## src/rtl/bist_pkg.sv

```systemverilog
// Shared definitions for the ALU BIST output-response analyzer.
package bist_pkg;

    localparam int RESP_W = 9;

    // Feedback taps for x^9 + x^5 + 1: the MSB folds back into bits 5 and 0.
    localparam logic [RESP_W-1:0] MISR_TAPS = 9'h021;

    typedef enum logic [1:0] {
        IDLE,
        RUN,
        CHECK,
        DONE
    } state_t;

    function automatic logic [RESP_W-1:0] misr_next(input logic [RESP_W-1:0] s,
                                                    input logic [RESP_W-1:0] d);
        return {s[RESP_W-2:0], 1'b0} ^ (s[RESP_W-1] ? MISR_TAPS : '0) ^ d;
    endfunction

endpackage

```

## src/rtl/bist_misr_analyzer_if.sv

```systemverilog
// Controller-facing handshake and result bus of the MISR analyzer.
interface bist_misr_analyzer_if
    import bist_pkg::*;
#(
    parameter int NUM_PATTERNS = 256
);
    localparam int CW = $clog2(NUM_PATTERNS + 1);

    logic              start;
    logic              resp_valid;
    logic [RESP_W-1:0] resp_data;
    logic [RESP_W-1:0] golden_sig;
    logic              busy;
    logic              done;
    logic              pass;
    logic [RESP_W-1:0] signature;
    logic [CW-1:0]     pat_count;

    modport master (
        output start, resp_valid, resp_data, golden_sig,
        input  busy, done, pass, signature, pat_count
    );

    modport slave (
        input  start, resp_valid, resp_data, golden_sig,
        output busy, done, pass, signature, pat_count
    );

endinterface

```

## src/rtl/misr9.sv

```systemverilog
// 9-bit multiple-input signature register; load wins over absorb.
module misr9
    import bist_pkg::*;
#(
    parameter logic [RESP_W-1:0] SEED = 9'h000
) (
    input  logic              clk,
    input  logic              reset,
    input  logic              load,
    input  logic              en,
    input  logic [RESP_W-1:0] d,
    output logic [RESP_W-1:0] sig
);

    always_ff @(posedge clk or posedge reset) begin
        if (reset) begin
            sig <= SEED;
        end else if (load) begin
            sig <= SEED;
        end else if (en) begin
            sig <= misr_next(sig, d);
        end
    end

endmodule

```

## src/rtl/bist_misr_analyzer.sv

```systemverilog
// Compacts NUM_PATTERNS ALU responses into a signature and reports a
// pass/fail verdict against the golden signature via start/busy/done.
module bist_misr_analyzer
    import bist_pkg::*;
#(
    parameter int                NUM_PATTERNS = 256,
    parameter logic [RESP_W-1:0] SEED         = 9'h000
) (
    input  logic                 clk,
    input  logic                 reset,
    bist_misr_analyzer_if.slave  io
);

    localparam int            CW   = $clog2(NUM_PATTERNS + 1);
    localparam logic [CW-1:0] LAST = CW'(NUM_PATTERNS - 1);

    state_t            state, state_n;
    logic              load, absorb;
    logic [CW-1:0]     pat_count;
    logic [RESP_W-1:0] signature;
    logic              pass;

    always_ff @(posedge clk or posedge reset) begin
        if (reset) begin
            state <= IDLE;
        end else begin
            state <= state_n;
        end
    end

    // start is only honoured when no run is in flight.
    always_comb begin
        state_n = state;
        load    = 1'b0;
        absorb  = 1'b0;
        case (state)
            IDLE: begin
                if (io.start) begin
                    load    = 1'b1;
                    state_n = RUN;
                end
            end
            RUN: begin
                if (io.resp_valid) begin
                    absorb = 1'b1;
                    if (pat_count == LAST) begin
                        state_n = CHECK;
                    end
                end
            end
            CHECK: state_n = DONE;
            DONE: begin
                if (io.start) begin
                    load    = 1'b1;
                    state_n = RUN;
                end
            end
            default: state_n = IDLE;
        endcase
    end

    always_ff @(posedge clk or posedge reset) begin
        if (reset) begin
            pat_count <= '0;
        end else if (load) begin
            pat_count <= '0;
        end else if (absorb) begin
            pat_count <= pat_count + CW'(1);
        end
    end

    always_ff @(posedge clk or posedge reset) begin
        if (reset) begin
            pass <= 1'b0;
        end else if (load) begin
            pass <= 1'b0;
        end else if (state == CHECK) begin
            pass <= (signature == io.golden_sig);
        end
    end

    misr9 #(
        .SEED (SEED)
    ) u_misr (
        .clk   (clk),
        .reset (reset),
        .load  (load),
        .en    (absorb),
        .d     (io.resp_data),
        .sig   (signature)
    );

    assign io.busy      = (state == RUN) || (state == CHECK);
    assign io.done      = (state == DONE);
    assign io.pass      = pass;
    assign io.signature = signature;
    assign io.pat_count = pat_count;

endmodule

```

## src/flat_wrapper.sv

```systemverilog
// flat-port wrapper written by rule: the top's interface ports become plain ports
module bist_misr_analyzer_flat import bist_pkg::*;
#(
    parameter int                NUM_PATTERNS = 256,
    parameter logic [RESP_W-1:0] SEED         = 9'h000
)
  (clk, reset, io_start, io_resp_valid, io_resp_data, io_golden_sig, io_busy, io_done, io_pass, io_signature, io_pat_count);
  bist_misr_analyzer_if #(.NUM_PATTERNS(NUM_PATTERNS)) io_i ();
  input  logic clk;
  input  logic reset;
  input wire logic [$bits(io_i.start)-1:0] io_start;
  input wire logic [$bits(io_i.resp_valid)-1:0] io_resp_valid;
  input wire logic [$bits(io_i.resp_data)-1:0] io_resp_data;
  input wire logic [$bits(io_i.golden_sig)-1:0] io_golden_sig;
  output wire logic [$bits(io_i.busy)-1:0] io_busy;
  output wire logic [$bits(io_i.done)-1:0] io_done;
  output wire logic [$bits(io_i.pass)-1:0] io_pass;
  output wire logic [$bits(io_i.signature)-1:0] io_signature;
  output wire logic [$bits(io_i.pat_count)-1:0] io_pat_count;
  assign io_i.start = io_start;
  assign io_i.resp_valid = io_resp_valid;
  assign io_i.resp_data = io_resp_data;
  assign io_i.golden_sig = io_golden_sig;
  assign io_busy = io_i.busy;
  assign io_done = io_i.done;
  assign io_pass = io_i.pass;
  assign io_signature = io_i.signature;
  assign io_pat_count = io_i.pat_count;
  bist_misr_analyzer #(.NUM_PATTERNS(NUM_PATTERNS), .SEED(SEED)) u_core (.clk(clk), .reset(reset), .io(io_i));
endmodule
```

## config.mk

```make
export PLATFORM = sky130hd
export DESIGN_NAME = bist_misr_analyzer_flat
export DESIGN_NICKNAME = d
export VERILOG_FILES = /design/src/rtl/bist_pkg.sv /design/src/rtl/bist_misr_analyzer_if.sv /design/src/rtl/misr9.sv /design/src/rtl/bist_misr_analyzer.sv /design/src/flat_wrapper.sv
export SDC_FILE = /design/constraint.sdc
export NUM_CORES = 1
export LEC_CHECK = 0
export CAP_MARGIN = 5
export CORE_ASPECT_RATIO = 0.6
export CORE_MARGIN = 2
export CORE_UTILIZATION = 44
export DETAILED_ROUTE_END_ITERATION = 16
export HOLD_SLACK_MARGIN = 0.12
export PLACE_DENSITY = 0.79
export SYNTH_ARGS = -nofsm -noshare
export SYNTH_HDL_FRONTEND = slang
export SYNTH_SLANG_ARGS = --single-unit
```

## constraint.sdc

```tcl
create_clock -name clk -period 1.99 [get_ports clk]
set_input_delay 0.2985 -clock clk [delete_from_list [all_inputs] [get_ports clk]]
set_output_delay 0.2985 -clock clk [all_outputs]
set_load 0.02 [all_outputs]
```

* After elaboration in Yosys (flattened, before gate mapping)
Index checks and enable logic that the tools add are counted.
** Operators by class
- $add $sub $neg :: 1
- Eq/ne operators :: 8
- Mux-type cells :: 15
- Bitwise logic cells :: 2
- Reductions and logical operators :: 6
** Operators by type and width (count)
- $mux W9 :: 4
- $add A9 B1 Y9 const B :: 1
- $eq A9 B8 Y1 const B :: 1
- $eq A9 B9 Y1 :: 1
- $xor A9 B6 Y9 :: 1
- $xor A9 B9 Y9 :: 1
- $mux W1 :: 6
- $mux W2 :: 3
- $mux W6 :: 1
- $pmux W2 S3 :: 1
- $eq A2 B2 Y1 const B :: 2
- $ne A2 B1 Y1 const B :: 2
- $reduce_bool A2 Y1 :: 2
- $reduce_and A3 Y1 :: 1
- $eq A2 B1 Y1 const B :: 1
- $logic_not A2 Y1 :: 1
- $ne A2 B2 Y1 const B :: 1
- $reduce_or A2 Y1 :: 1
- $logic_or A1 B1 Y1 :: 1
** Storage, ports and cells
- Register bits :: 21
- Input bits :: 22
- Output and inout port bits :: 21
- Logic and storage cells :: 36

* Longest topological paths before layout
Gate-level depths: netlist (run 1).
- Word-level depth :: 5
- Gate-level depth with buffers :: 7

* Hierarchy
Synthesis (run 1) repeated with hierarchy kept, for this count alone.
** Second synthesis, totals
- Cell total of the unflattened synthesis :: 121
- Area total of the unflattened synthesis :: 1181.1 µm²
** Modules (own cells, without submodules)
- bist_misr_analyzer :: instances 1, cells an instance 81, area each 732.0 µm²
- misr9 :: instances 1, cells an instance 40, area each 449.2 µm²

* Worst setup path after synthesis (run 1)
No wires, ideal clock.
- Kind :: reg2reg
- Start point :: register u_core.state[0]
- End point :: register u_core.u_misr.sig[6]
- Setup time :: 0.130 ns
- Data arrival time :: 1.491 ns
- Path slack :: 0.369 ns
- Cell stages (with the launch flop) :: 7
- Buffers on the path :: 1
- Cell sequence :: dfrtp_1 inv_1 ha_1 inv_1 nor2_1 buf_2 a211oi_1
** On the way
- Word-level cells in the longest chain between the ends :: 4
- Elaborated cells on any way between the ends :: 8
- Classes of those cells :: 2 x eq/ne; 3 x mux; 3 x reduce/logical
** RTL lines
- from (decl) :: line bist_misr_analyzer.sv:17 : state_t state, state_n;
- from (signal assigned) :: line bist_misr_analyzer.sv:27 : state <= state_n;
- $eq A2 B2 Y1 / $logic_not A2 Y1 (equally long branches) :: line bist_misr_analyzer.sv:36 : case (state)
- $reduce_or A2 Y1 (no line)
- $mux W1
- $mux W9 / $reduce_bool A2 Y1 (equally long branches)
- to (signal assigned) :: line misr9.sv:21 : sig <= misr_next(sig, d);
- to (decl) :: line misr9.sv:12 : output logic [RESP_W-1:0] sig
Several ways; a longest one is shown, not always the timed one.
A chain may end at the register's enable or synchronous reset.

* Worst setup path after layout (run 1)
- Start point :: register u_core.state[0]
- End point :: output port io_busy
** On the way
- Word-level cells in the longest chain between the ends :: 2
- Elaborated cells on any way between the ends :: 3
- Classes of those cells :: 2 x eq/ne; 1 x reduce/logical
** RTL lines
- $eq A2 B1 Y1 / $eq A2 B2 Y1 (equally long branches) :: line bist_misr_analyzer.sv:93 : assign io.busy = (state == RUN) || (state == CHECK);
- $logic_or A1 B1 Y1 (*) :: line bist_misr_analyzer.sv:93
- to (decl) :: line flat_wrapper.sv:15 : output wire logic [$bits(io_i.busy)-1:0] io_busy;
Mark *: on every way between the ends. The rest lies on a longest branch, timed or not.

==> results of run 1 <==
-- sequential cells by signal, summed over array words and instances (netlist names) --
register,count
u_core.io.pat_count,9
u_core.io.pass,1
u_core.state,2
u_core.u_misr.sig,9
-- metal layers --
layer	GRT usage [%]	vias up
met4	5.660	0
met1	27.23	466
met5	0	-
met3	4.784	4
met2	29.53	31
li1	-	501
-- worst reg2reg max path: stages, from the launching register on --
cell and delay [ns]:
sky130_fd_sc_hd__dfrtp_1 0.43, sky130_fd_sc_hd__nand4_1 0.22, sky130_fd_sc_hd__nor3_1 0.24, sky130_fd_sc_hd__ha_1 0.20, sky130_fd_sc_hd__a21boi_0 0.13, sky130_fd_sc_hd__o21ai_0 0.19, sky130_fd_sc_hd__o21ai_0 0.12
-- layout by cell type (no fill, tap or decap) --
master and count:
sky130_fd_sc_hd__a211oi_1 9, sky130_fd_sc_hd__a21boi_0 1, sky130_fd_sc_hd__a21oi_1 4, sky130_fd_sc_hd__a21oi_2 1, sky130_fd_sc_hd__and2_1 1, sky130_fd_sc_hd__buf_12 1
sky130_fd_sc_hd__buf_4 2, sky130_fd_sc_hd__clkbuf_8 3, sky130_fd_sc_hd__clkdlybuf4s50_1 41, sky130_fd_sc_hd__clkinv_2 1, sky130_fd_sc_hd__dfrtp_1 21, sky130_fd_sc_hd__dlygate4sd2_1 1
sky130_fd_sc_hd__ha_1 5, sky130_fd_sc_hd__inv_1 8, sky130_fd_sc_hd__mux2i_1 2, sky130_fd_sc_hd__nand2_1 4, sky130_fd_sc_hd__nand3_1 3, sky130_fd_sc_hd__nand3b_1 1
sky130_fd_sc_hd__nand4_1 3, sky130_fd_sc_hd__nand4_2 1, sky130_fd_sc_hd__nor2_1 14, sky130_fd_sc_hd__nor2b_1 1, sky130_fd_sc_hd__nor3_1 1, sky130_fd_sc_hd__o21ai_0 8
sky130_fd_sc_hd__o31ai_1 2, sky130_fd_sc_hd__or3_1 2, sky130_fd_sc_hd__or3_2 2, sky130_fd_sc_hd__or4_4 1, sky130_fd_sc_hd__xnor2_1 19, sky130_fd_sc_hd__xor3_1 1
-- timing repair --
item,CTS,global route
setup endpoints to repair,1,0
resized for setup,1,0
hold endpoints to repair,0,0
setup buffers,0,0
-- path summary, 6_finish.rpt --
| path | from | to | slack, ns | cells past startpoint |
|---|---|---|---|---|
| min reg2reg | u_core.io.pass | u_core.io.pass | 0.54 | 2 |
| min | reset | u_core.state[0] | 0.37 | 3 |
| max in group asynchronous | reset | u_core.u_misr.sig[1] | 1.40 | 3 |
| min in group clk | u_core.io.pass | u_core.io.pass | 0.54 | 2 |
| max | u_core.state[0] | io_busy | 0.23 | 4 |
| max reg2reg | u_core.io.pat_count[3] | u_core.state[1] | 0.35 | 6 |
-- power by group through the flow --
stage	registers (mW)	logic (mW)	clock network, mW
2_1_floorplan	0.812	0.498	0
3_3_place_gp	0.708	1.00	0
3_5_place_dp	0.714	1.03	0
4_1_cts	0.707	1.03	0.284
5_1_grt	0.729	1.11	0.305
6_report	0.707	1.02	0.274
-- Yosys cell counts --
library cell	number	area [um2]
sky130_fd_sc_hd__dfrtp_1	21	525.5
sky130_fd_sc_hd__xnor2_1	19	166.4
sky130_fd_sc_hd__nor2_1	14	52.55
sky130_fd_sc_hd__a211oi_1	9	67.56
sky130_fd_sc_hd__inv_1	8	30.03
sky130_fd_sc_hd__o21ai_0	8	40.04
sky130_fd_sc_hd__ha_1	5	62.56
sky130_fd_sc_hd__a21oi_1	4	20.02
sky130_fd_sc_hd__nand2_1	4	15.01
sky130_fd_sc_hd__buf_2	3	15.01
sky130_fd_sc_hd__nand3_1	3	15.01
sky130_fd_sc_hd__nand4_1	3	18.77
sky130_fd_sc_hd__mux2i_1	2	20.02
sky130_fd_sc_hd__o31ai_1	2	15.01
sky130_fd_sc_hd__or3_1	2	12.51
sky130_fd_sc_hd__or3_2	2	15.01
sky130_fd_sc_hd__a21boi_0	1	7.510
sky130_fd_sc_hd__a21oi_2	1	8.760
sky130_fd_sc_hd__and2_1	1	6.260
sky130_fd_sc_hd__nand3b_1	1	7.510
sky130_fd_sc_hd__nand4_2	1	12.51
sky130_fd_sc_hd__nor2b_1	1	6.260
sky130_fd_sc_hd__nor3_1	1	5.000
sky130_fd_sc_hd__or4_4	1	11.26
sky130_fd_sc_hd__xor3_1	1	23.77
-- layout make-up --
| cell class | count | area share, % |
|---|---|---|
| clock buffers | 3 | 2.421 |
| well taps | 32 | 2.348 |
| flip-flops and latches | 21 | 30.81 |
| multi-input cells | 86 | 35.73 |
| repair buffers | 45 | 26.63 |
| clock inverters | 1 | 0.2935 |
| inverters | 8 | 1.761 |
-- logic make-up (layout without fill, tap and decap cells) --
family,after synthesis,in the layout,synth area share [%]
AOI/OAI and AO/OA,25,25,13.47
xor gates and xnor gates,20,20,16.12
adders and majority gates,5,5,5.302
buffers and inverters,11,57,3.817
DFF,21,21,44.54
muxes,2,2,1.697
and+or+nand+nor,34,34,15.06
-- through the flow --
stage / worst slack, ns / hold WS, ns / cells / power [mW]
floorplan: 0.3685 / 0.2750 / 118 / 1.310
detailed placement: 0.2098 / 0.5208 / 192 / 1.744
global placement: 0.2775 / 0.5198 / 192 / 1.713
CTS: 0.2174 / 0.3835 / 196 / 2.021
finish: 0.2340 / 0.3668 / 196 / 2.003
global route: 0.1321 / 0.3986 / 196 / 2.142
==> impl_metrics.py, run 1 <==
metrics = {
    "setup_path": {
        "buffer_and_inverter_count_on_the_worst_path": 3,
        "cp_cell_sequence": "inv_1 > ha_1 > inv_1 > dlygate4sd2_1",
        "crit_fanout": 4,
        "startpoint_type": "register",
        "timing.critical_path.max_delay_family": "buffers and inverters",
        "worst_ep_required_time_ns": 1.69,
        "path_common_cell": "sky130_fd_sc_hd__inv_1",
        "slowest_stage": "sky130_fd_sc_hd__dfrtp_1",
        "critical_path_class": "reg -> out",
        "cp_data_arrival_time_ns": 1.46,
        "timing.critical_path.slowest_cell_delay_ns": 0.40,
        "critPathCaptureType": "output port",
    },
    "global_routing": {
        "overflow": 0,
        "antenna_found_initial": 0,
        "grt_first_pass_wirelength_mm": 4.602,
        "first_global_vias": 989,
        "global_route.usage.total_pct": 19.14,
        "pin_count_of_the_biggest_net_entering_global_routing": 22,
    },
    "synth": {
        "synth.distinct_cells": 25,
        "postSynthAreaPerCell_um2": 9.999,
        "mapped_cell_area_um2": 1180,
        "postSynthRegisterBits": 21,
        "yosysSeqAreaShare_pct": 44.54,
        "yosys_warnings": 0,
        "syn_nets": 145,
        "synthesis.instances": 118,
    },
    "pwr": {
        "net_switching_power_of_the_design_mw": 0.7872,
        "p_seq_share_pct": 35.3,
        "clkPwrFrac_pct": 13.7,
        "total_leakage_power_nw": 0.6805,
        "p_sw_share_pct": 39.30,
        "irDropWorstVdd_uv": 632.1,
        "power.share.combinational_pct": 51.0,
        "internal_power_mw": 1.216,
        "power_density_nw_per_um2": 1174,
    },
    "timing": {
        "fmax_mhz": 569.5,
        "maxSlewViolCount": 0,
        "grt_setup_unrepaired": "false",
        "measured_slew_at_the_worst_slew_check_pin_ns": 0.2964,
        "finalWorstPathRequiredPeriod_ns": 1.756,
        "timing.clock.skew_ns": 0.005222,
        "final_hold_viol_count": 0,
        "setup_viol_count_final": 0,
        "final.period_utilization_pct": 88.24,
        "setup-tns-final_ns": 0,
        "slew_headroom_pct": 80.06,
    },
    "detailed_routing": {
        "first_iter_violations": 34,
        "routed_wirelength_mm": 2.704,
        "routed-via-count": 1002,
        "route.top_layer_used": "met4",
        "wl_met2_mm": 1.132,
        "route.antenna.remaining_nets": 0,
        "first_pass_iters": 4,
        "drc_markers": 0,
        "post_drt_wl_per_cell_um": 13.80,
        "detail_route.vias_per_cell": 5.112,
        "wirelength_met1_mm": 1.404,
        "routed-wl-met3_um": 134,
    },
    "floorplan": {
        "io_pins": 43,
        "starting_utilization_of_the_core_area_pct": 46.78,
        "row_count": 14,
        "die-area_um2": 3125,
        "placeableCoreArea_um2": 2522,
        "floorplan.die.height_um": 44.11,
        "fp.dieW_um": 70.85,
    },
    "clock_network": {
        "cts_hold_buffers": 0,
        "cts.root.buffer_cell": "sky130_fd_sc_hd__clkbuf_8",
        "cts-htree-levels": 1,
        "clockBufferDepth": 2,
        "tritoncts": "done",
        "worst_skew_pair.late_latency_ns": 0.26,
        "clk_pin_slew_ns": 0.08,
        "cts_made_buffers": 3,
        "tritoncts_num_sinks": 21,
    },
    "layout": {
        "register_area_um2": 525.5,
        "design_area_um2": 1705,
        "multiInputGateArea_um2": 609.3,
        "fin_util_pct": 67.61,
        "area.growth.synth_to_final_pct": 44.54,
        "layout-drive-gt1-share_pct": 7.317,
        "number_of_diodes_added_for_antenna_fixing": 0,
        "final.fill_count": 206,
        "nNetsFinal": 192,
    },
    "placed_design": {
        "io_buffers": 42,
        "dpl.hpwl_mm": 2.080,
        "routabilityCongestion": 0.7811,
        "detailed_place.area_um2": 1660,
    },
    "run": {
        "cap_violations": 0,
    },
    "run_status": {
        "status": "complete, no violations",
    },
    "min_path": {
        "min_path_type": "in -> async",
    },
}
No activity file was read; power rests on OpenSTA's default activity.
==> inputs of run 2 (changes only) <==
--- a/config.mk
+++ b/config.mk
@@ -6,7 +6,6 @@
 export NUM_CORES = 1
 export LEC_CHECK = 0
 export CAP_MARGIN = 5
-export CORE_ASPECT_RATIO = 0.6
 export CORE_MARGIN = 2
 export CORE_UTILIZATION = 44
 export DETAILED_ROUTE_END_ITERATION = 16
==> run 2 against run 1 <==
  * Utilization fell by 0.74 points
  * Sequential share of layout area rose by 0.62 points
  * Critical path depth unchanged
  * Via count up 1.1%
  * Clock skew decreased by 0.0034 ns
  * Die area decreased by 0.42%
  * Fmax fell by 4.6%
  * Highest routed layer unchanged
==> impl_metrics.py, run 2 (synthesized netlist as in run 1, its figures left out) <==
metrics = {
    "floorplan": {
        "row_count": 18,
        "fp.dieW_um": 55.79,
        "die-area_um2": 3112,
        "floorplan.die.height_um": 55.79,
        "starting_utilization_of_the_core_area_pct": 47.20,
        "placeableCoreArea_um2": 2500,
        "io_pins": 43,
    },
    "layout": {
        "top_regs": "u_core.io.pat_count: 9 flops, u_core.u_misr.sig: 9 flops, u_core.state: 2 flops",
        "area.growth.synth_to_final_pct": 41.68,
        "most_common_library_cell_in_the_layout_ignoring_fill_and_taps": "sky130_fd_sc_hd__clkdlybuf4s50_1",
        "design_area_um2": 1672,
        "layout-drive-gt1-share_pct": 7.317,
        "mostFrequentLayoutCells": "sky130_fd_sc_hd__clkdlybuf4s50_1, sky130_fd_sc_hd__dfrtp_1, sky130_fd_sc_hd__xnor2_1",
        "number_of_diodes_added_for_antenna_fixing": 0,
        "final.fill_count": 200,
        "nNetsFinal": 192,
    },
    "pwr": {
        "internal_power_mw": 1.136,
        "power.share.combinational_pct": 52.4,
        "power_density_nw_per_um2": 1141,
        "net_switching_power_of_the_design_mw": 0.7709,
        "total_leakage_power_nw": 0.6691,
        "irDropWorstVdd_uv": 861.0,
        "p_sw_share_pct": 40.42,
        "p_seq_share_pct": 36.8,
        "clkPwrFrac_pct": 10.8,
    },
    "timing": {
        "maxSlewViolCount": 0,
        "measured_slew_at_the_worst_slew_check_pin_ns": 0.2634,
        "setup-tns-final_ns": 0,
        "final.period_utilization_pct": 92.48,
        "fmax_mhz": 543.4,
        "finalWorstPathRequiredPeriod_ns": 1.840,
        "final_hold_viol_count": 0,
        "slew_headroom_pct": 82.44,
        "setup_viol_count_final": 0,
        "timing.clock.skew_ns": 0.001869,
        "grt_setup_unrepaired": "false",
    },
    "global_routing": {
        "overflow": 0,
        "pin_count_of_the_biggest_net_entering_global_routing": 22,
        "first_global_vias": 977,
        "antenna_found_initial": 0,
        "global_route.usage.total_pct": 17.98,
        "grt_first_pass_wirelength_mm": 4.505,
    },
    "detailed_routing": {
        "routed-via-count": 1013,
        "first_pass_iters": 4,
        "detail_route.vias_per_cell": 5.222,
        "route.antenna.remaining_nets": 0,
        "routed_wirelength_mm": 2.616,
        "post_drt_wl_per_cell_um": 13.48,
        "drc_markers": 0,
        "first_iter_violations": 9,
    },
    "setup_path": {
        "r2r_cells": 5,
        "critPathCaptureType": "output port",
        "worst_ep_required_time_ns": 1.69,
        "ff2ff_setup_slack_ns": 0.36,
        "cp_data_arrival_time_ns": 1.54,
        "crit-reg2reg-capture": "u_core.io.pat_count[7]",
        "startpoint_type": "register",
        "critical_path_class": "reg -> out",
        "crit_fanout": 4,
        "start_of_the_worst_register_to_register_path": "u_core.state[1]",
    },
    "clock_network": {
        "cts.root.buffer_cell": "sky130_fd_sc_hd__clkbuf_4",
        "clockBufferDepth": 2,
        "tritoncts": "done",
        "cts_made_buffers": 3,
        "clk_pin_slew_ns": 0.12,
        "worst_skew_pair.late_latency_ns": 0.30,
        "tritoncts_num_sinks": 21,
        "cts-htree-levels": 1,
        "cts_hold_buffers": 0,
        "postCtsSetupBuffers": 0,
    },
    "placed_design": {
        "routabilityCongestion": 0.7907,
        "io_buffers": 42,
        "detailed_place.area_um2": 1645,
        "dpl.hpwl_mm": 2.041,
    },
    "min_path": {
        "min_path_type": "in -> async",
    },
    "run_status": {
        "status": "complete, no violations",
    },
    "run": {
        "cap_violations": 0,
    },
}
-- run 2: worst max path at each step --
stage                                from                      to  slack [ns]  depth (start not counted)
after floorplan           u_core.state[0]    u_core.u_misr.sig[6]        0.37                          6
after global placement      io_resp_valid  u_core.io.pat_count[7]        0.27                          4
after detailed placement  u_core.state[0]                 io_busy        0.21                          4
after CTS                 u_core.state[0]                 io_busy        0.15                          4
after global routing      u_core.state[0]                 io_busy        0.06                          4
final                     u_core.state[0]                 io_busy        0.15                          4
-- run 2: area by class of cell --
cell class	instances	area, um2	share of cell area, %
multi-input combinational	86	609.3	36.45
tap	30	37.54	2.246
clock buffer	3	22.52	1.347
inverter	8	30.03	1.796
clock inverter	1	5.005	0.2994
timing repair buffer	45	441.7	26.42
sequential	21	525.5	31.44
-- run 2: repair_timing --
| action | CTS | global route |
|---|---|---|
| setup endpoints to repair | 1 | 0 |
| gates resized for setup | 1 | 0 |
| endpoints found under the hold margin | 0 | 0 |
-- run 2: power groups by stage --
stage	registers, mW	logic, mW	clock network (mW)
3_3_place_gp	0.706	0.986	0
5_1_grt	0.725	1.09	0.235
4_1_cts	0.704	1.01	0.210
3_5_place_dp	0.712	1.02	0
2_1_floorplan	0.812	0.498	0
6_report	0.702	0.999	0.206
-- run 2: critical path, stage by stage, from the launching register on --
cell and delay [ns]:
sky130_fd_sc_hd__dfrtp_1 0.43, sky130_fd_sc_hd__inv_1 0.06, sky130_fd_sc_hd__ha_1 0.34, sky130_fd_sc_hd__inv_1 0.09, sky130_fd_sc_hd__dlygate4sd2_1 0.33
-- run 2: routing by layer --
| metal | global-route usage (%) | share of wire, % |
|---|---|---|
| met1 | 22.96 | 45 |
| met2 | 31.80 | 52 |
| met3 | 2.791 | 2.3 |
| met4 | 4.181 | 0.73 |
| met5 | 0 | 0 |
-- run 2: metrics by stage --
stage | setup WS [ns] | power, mW | instances | hold WS [ns] | util [%]
floorplan | 0.3685 | 1.310 | 118 | 0.2750 | -
global route | 0.06046 | 2.050 | 194 | 0.3690 | 66.87
CTS | 0.1489 | 1.926 | 194 | 0.3153 | 66.87
detailed placement | 0.2100 | 1.728 | 190 | 0.5086 | 65.82
global placement | 0.2727 | 1.693 | 190 | 0.5015 | 65.82
finish | 0.1497 | 1.907 | 194 | 0.3067 | 66.87
==> inputs of run 3 (changes only) <==
--- a/config.mk
+++ b/config.mk
@@ -11,6 +11,7 @@
 export DETAILED_ROUTE_END_ITERATION = 16
 export HOLD_SLACK_MARGIN = 0.12
 export PLACE_DENSITY = 0.79
+export SETUP_SLACK_MARGIN = 0.05
 export SYNTH_ARGS = -nofsm -noshare
 export SYNTH_HDL_FRONTEND = slang
 export SYNTH_SLANG_ARGS = --single-unit
==> results of run 3 <==
The final DEF is identical to that of run 2; final timing and power are the same.
